--- config.mk ---
export PLATFORM = sky130hd
export DESIGN_NAME = serial_adder_flat
export DESIGN_NICKNAME = d
export VERILOG_FILES = /design/src/rtl/serial_adder_if.sv /design/src/rtl/serial_adder.sv /design/src/flat_wrapper.sv
export SDC_FILE = /design/constraint.sdc
export NUM_CORES = 1
export LEC_CHECK = 0
export BUFFER_PORTS_ARGS = -buffer_cell sky130_fd_sc_hd__buf_4
export CORE_MARGIN = 4
export CORE_UTILIZATION = 50
export DETAILED_ROUTE_END_ITERATION = 7
export PLACE_DENSITY = 0.73
export SLEW_MARGIN = 5
export SYNTH_ARGS = -nofsm -noshare
export SYNTH_HDL_FRONTEND = slang
export SYNTH_SLANG_ARGS = --single-unit
--- constraint.sdc ---
create_clock -name clk -period 2.3 [get_ports clk]
set_clock_uncertainty 0.15 [all_clocks]
set_input_delay 0.345 -clock clk [delete_from_list [all_inputs] [get_ports clk]]
set_output_delay 0.345 -clock clk [all_outputs]
set_load 0.05 [all_outputs]
--- src/rtl/serial_adder_if.sv ---
// Handshake and result bundle for the bit-serial adder.
// The requester (master) drives start and the operands.
// The adder (slave) returns busy, done and the registered result.
interface serial_adder_if #(
  parameter int WIDTH = 8
);
  logic             start;
  logic [WIDTH-1:0] a;
  logic [WIDTH-1:0] b;
  logic             cin;
  logic             busy;
  logic             done;
  logic [WIDTH-1:0] sum;
  logic             cout;

  modport master (
    output start, a, b, cin,
    input  busy, done, sum, cout
  );

  modport slave (
    input  start, a, b, cin,
    output busy, done, sum, cout
  );
endinterface

--- src/rtl/serial_adder.sv ---
// Bit-serial adder: one full-adder bit per clock, LSB first.
// Operation sequence:
//   - An accepted start loads the operand shift registers and the carry.
//   - WIDTH RUN cycles follow, one bit each.
//   - The finished word and its carry-out are copied to sum/cout in one step.
// Because of that single copy, partial results never show on the outputs.
module serial_adder #(
  parameter int WIDTH = 8
) (
  input  logic          clk,
  input  logic          rst_n,
  serial_adder_if.slave bus
);

  // One spare bit so the counter can reach WIDTH without wrapping.
  localparam int CW = $clog2(WIDTH) + 1;

  typedef enum logic [1:0] {
    S_IDLE = 2'd0,
    S_RUN  = 2'd1,
    S_DONE = 2'd2
  } state_t;

  state_t           r_state;
  logic [WIDTH-1:0] r_a;
  logic [WIDTH-1:0] r_b;
  logic [WIDTH-1:0] r_res;
  logic [WIDTH-1:0] r_sum;
  logic             r_c;
  logic             r_cout;
  logic             r_busy;
  logic             r_done;
  logic [CW-1:0]    r_cnt;

  logic             w_s;
  logic             w_c_next;
  logic             w_last;
  logic [WIDTH-1:0] w_s_msb;
  logic [WIDTH-1:0] w_res_shift;

  // Full adder on the current LSBs of the operand shift registers.
  assign w_s      = r_a[0] ^ r_b[0] ^ r_c;
  assign w_c_next = (r_a[0] & r_b[0]) | (r_c & (r_a[0] ^ r_b[0]));

  // The new sum bit enters at the MSB.
  // After WIDTH shifts, bit 0 of the sum has reached position 0.
  // The shift form below also works for WIDTH=1.
  assign w_s_msb     = WIDTH'(w_s) << (WIDTH - 1);
  assign w_res_shift = (r_res >> 1) | w_s_msb;

  // True on the cycle that processes bit WIDTH-1.
  assign w_last = (r_cnt == CW'(WIDTH - 1));

  // Control FSM with its datapath.
  // busy, done, sum and cout are all registered here.
  always_ff @(posedge clk or negedge rst_n) begin
    if (!rst_n) begin
      r_state <= S_IDLE;
      r_a     <= '0;
      r_b     <= '0;
      r_res   <= '0;
      r_sum   <= '0;
      r_c     <= 1'b0;
      r_cout  <= 1'b0;
      r_busy  <= 1'b0;
      r_done  <= 1'b0;
      r_cnt   <= '0;
    end else begin
      // done is a single-cycle strobe, set only on the completing edge.
      r_done <= 1'b0;
      case (r_state)
        S_IDLE, S_DONE: begin
          if (bus.start) begin
            r_a     <= bus.a;
            r_b     <= bus.b;
            r_c     <= bus.cin;
            r_res   <= '0;
            r_cnt   <= '0;
            r_busy  <= 1'b1;
            r_state <= S_RUN;
          end else begin
            r_state <= S_IDLE;
          end
        end
        S_RUN: begin
          // start is deliberately not looked at while RUN is active.
          r_a   <= r_a >> 1;
          r_b   <= r_b >> 1;
          r_c   <= w_c_next;
          r_res <= w_res_shift;
          r_cnt <= r_cnt + CW'(1);
          if (w_last) begin
            r_sum   <= w_res_shift;
            r_cout  <= w_c_next;
            r_busy  <= 1'b0;
            r_done  <= 1'b1;
            r_state <= S_DONE;
          end
        end
        default: begin
          r_busy  <= 1'b0;
          r_state <= S_IDLE;
        end
      endcase
    end
  end

  assign bus.busy = r_busy;
  assign bus.done = r_done;
  assign bus.sum  = r_sum;
  assign bus.cout = r_cout;

endmodule

--- src/flat_wrapper.sv ---
// flat-port wrapper written by rule: the top's interface ports become plain ports
module serial_adder_flat 
#(
  parameter int WIDTH = 8
)
  (clk, rst_n, bus_start, bus_a, bus_b, bus_cin, bus_busy, bus_done, bus_sum, bus_cout);
  serial_adder_if #(.WIDTH(WIDTH)) bus_i ();
  input  logic clk;
  input  logic rst_n;
  input wire logic [$bits(bus_i.start)-1:0] bus_start;
  input wire logic [$bits(bus_i.a)-1:0] bus_a;
  input wire logic [$bits(bus_i.b)-1:0] bus_b;
  input wire logic [$bits(bus_i.cin)-1:0] bus_cin;
  output wire logic [$bits(bus_i.busy)-1:0] bus_busy;
  output wire logic [$bits(bus_i.done)-1:0] bus_done;
  output wire logic [$bits(bus_i.sum)-1:0] bus_sum;
  output wire logic [$bits(bus_i.cout)-1:0] bus_cout;
  assign bus_i.start = bus_start;
  assign bus_i.a = bus_a;
  assign bus_i.b = bus_b;
  assign bus_i.cin = bus_cin;
  assign bus_busy = bus_i.busy;
  assign bus_done = bus_i.done;
  assign bus_sum = bus_i.sum;
  assign bus_cout = bus_i.cout;
  serial_adder #(.WIDTH(WIDTH)) u_core (.clk(clk), .rst_n(rst_n), .bus(bus_i));
endmodule
==> key figures <==
Yosys
  – Cells after Synth: 117
  – Post-synth EDFFs: 0
  – Seq/Total Area, Yosys: 58.8%
  – Avg Cell Area, Syn: 14.9 um2
  – Mapped Nets: 139
  – Dominant cells by area after synthesis: dfrtp_1, a22o_1, mux2_4
  – Synth top area share: 58.8%
  – Dominant synthesized flop cell: dfrtp_1
  – Mapped cell area: 1750 um2
  – Async SR Flop Fraction: 100%
  – YS warnings: 0
  – Synth area leader: dfrtp_1
  – Yosys cell types: 24
  – Yosys reg bits: 41

Layout
  – Layout Nets: 172
  – Final non-filler cell total: 197
  – Ant. Diodes: 0
  – Filler Cell Count: 287
  – Ratio of cells with drive above 1 in the final layout: 37.7%
  – Syn-to-layout area delta: 20.7%

Outcome
  – Outcome: finished, final reports clean

Timing
  – Slew margin rel.: 67.6%
  – Hold Fails Final Rpt: 0
  – Setup-failing EPs final: 0
  – Period Utilization, post-route: 75.9%
  – Setup_tns: 0 ns
  – Slew @ Worst Pin: 0.487 ns
  – Worst hold slack: 0.0748 ns
  – Final Slew Violations: 0
  – RSZ-0062 raised after global routing: no
  – Clock period minus worst slack: 1.75 ns
  – F_max: 573 MHz

Worst setup path
  – CP max FO: 10
  – Critical path required time: 2.39 ns
  – R2R cell count: 5
  – CP arrival: 1.83 ns
  – Crit start category: flop
  – Setup CP Type: reg -> reg
  – Crit. End Element: flop

Pwr
  – Maximum vdd drop: 719 uV
  – Switching share of power: 36.1%
  – Reg power frac: 38.7%
  – P_leak: 1.12 nW
  – Clock power frac: 17.6%
  – Pwr/cell area: 1520 nW/um2
  – Internal power: 2.04 mW
  – Logic pwr share: 43.7%
  – Psw: 1.16 mW

Global routing
  – Global-route wire length before repair: 5260 um
  – Global-route usage over all layers: 15.6%
  – Initial antenna violation count: 0
  – Vias in the first global route: 1,176
  – Gr ovfl total: 0
  – Largest net degree at the start of global routing: 42

Floorplanning
  – Die height: 67.1 um
  – Core ar.: 3360 um2
  – IO Count: 31
  – Die footprint: 4500 um2
  – Initial core utilization: 51.9%
  – Num rows: 21
  – Die Wd: 67.1 um

Route
  – Pre-Repair DR Iteration Count: 4
  – Via-to-Cell Ratio: 5.44
  – Post-DRT Antenna Nets: 0
  – Residual DRC: 0
  – Vias: 1,071
  – Drt wl/cell: 15.0 um
  – Initial DRC count: 43
  – Overall routed net length: 2950 um

Placed design
  – Placed cell count: 188
  – RePlAce Congestion: 0.713
  – Port Buffers: 30
  – Hpwl dp: 2010 um

Clock tree
  – Clock Sinks: 41
  – Clk pin slew, worst setup/hold paths: 0.12 ns
  – Clk_lat worst skew: 0.34 ns
  – Num CTS Buffers: 5
  – CTS tree: built
  – CTS Root Cell: clkbuf_4
  – Longest Clk Path Bufs: 2
  – Post-CTS Setup Inserts: 0
  – H-tree Lvls: 2

Run
  – Max-Cap Viols: 0

Min path
  – Hold path depth: 2
  – Hold Path Class: in -> reg
[cell usage in the layout (no fill, tap or decap), types with 2 or more instances in the layout]
| cell | synthesis | final |
|---|---|---|
| clkbuf_4 | 1 | 5 |
| dfrtp_1 | 41 | 41 |
| buf_4 | 3 | 33 |
| mux2_4 | 9 | 9 |
| a22o_1 | 26 | 26 |
| a21o_1 | 16 | 16 |
| mux2i_1 | 2 | 2 |
| bufinv_16 | 0 | 2 |
[flip-flops by register name (all words and copies together) (netlist names)]
name and cells:
u_core.bus.sum 8, u_core.r_cnt 4, u_core.bus.done 1, u_core.bus.busy 1, u_core.r_res 7, u_core.r_c 1
u_core.r_state 2, u_core.bus.cout 1, u_core.r_b 8, u_core.r_a 8
[worst max-delay path, cell delays in order, from the launching register on]
cell,delay (ns)
dfrtp_1,0.41
ha_1,0.25
nand3b_4,0.11
nor3b_2,0.18
buf_4,0.23
mux2_4,0.32
[area by class of cell]
cell class | count | area (um2) | area share (%)
clock inverter | 3 | 65.1 | 3.09
tap | 46 | 57.6 | 2.73
multi-input combinational | 68 | 663 | 31.5
sequential | 41 | 1030 | 48.7
clock buffer | 5 | 37.5 | 1.78
timing repair buffer | 34 | 258 | 12.2
[synth_stat cells (all sizes together), types with 2 or more instances]
cell and number:
a21o 16, nor2 2, nor3b 2, buf 7
a22o 26, nand3b 2, mux2 10, dfrtp 41
mux2i 2, and2b 2
[metal layers]
| layer | share of wire (%) | track usage, % | wire (um) | up-vias |
|---|---|---|---|---|
| li1 | - | - | - | 503 |
| met1 | 44 | 19.1 | 1300 | 538 |
| met2 | 51 | 26.1 | 1500 | 28 |
| met3 | 4.6 | 5.06 | 136 | 2 |
| met4 | 0.51 | 4.56 | 15 | 0 |
| met5 | 0 | 0 | 0 | - |
[through the flow]
stage | area, um2 | power, mW | setup slack, ns | util, %
after floorplan | 1750 | 2.34 | 0.688 | -
after global placement | 1990 | 2.60 | 0.624 | 59.3
after detailed placement | 1990 | 2.66 | 0.567 | 59.3
after CTS | 2110 | 3.24 | 0.533 | 62.6
after global routing | 2110 | 3.41 | 0.458 | 62.6
final | 2110 | 3.20 | 0.555 | 62.6
[worst paths after layout]
check / from / to / slack (ns)
worst max-delay path: u_core.r_cnt[1] / u_core.bus.sum[5] / 0.55
worst min-delay path: bus_a[7] / u_core.r_a[7] / 0.07
worst max register to register: u_core.r_cnt[1] / u_core.bus.sum[5] / 0.55
worst min register to register: u_core.r_a[2] / u_core.r_a[2] / 0.34
max in group asynchronous: rst_n / u_core.r_a[1] / 1.31
min in group asynchronous: rst_n / u_core.bus.sum[2] / 0.35
[power by group through the flow]
stage	Combinational, mW	Clock (mW)	Sequential [mW]
6_report	1.40	0.563	1.24
5_1_grt	1.52	0.610	1.28
4_1_cts	1.42	0.580	1.24
3_5_place_dp	1.41	0	1.25
3_3_place_gp	1.36	0	1.23
2_1_floorplan	0.876	0	1.47
[cell families after synthesis]
kind of cell	share of synthesized area, %
flops	58.8
buf+inv	3.23
compound gates	20.2
fa+ha+maj	1.86
simple gates	6.38
mux	9.53
[repair_timing]
action / 4_1_cts / 5_1_grt
gates resized for setup: 0 / 0
hold buffers: 1 / 0
hold endpoints to repair: 41 / 0
endpoints found under the setup margin: 0 / 0
No activity file was read; power rests on OpenSTA's default activity.
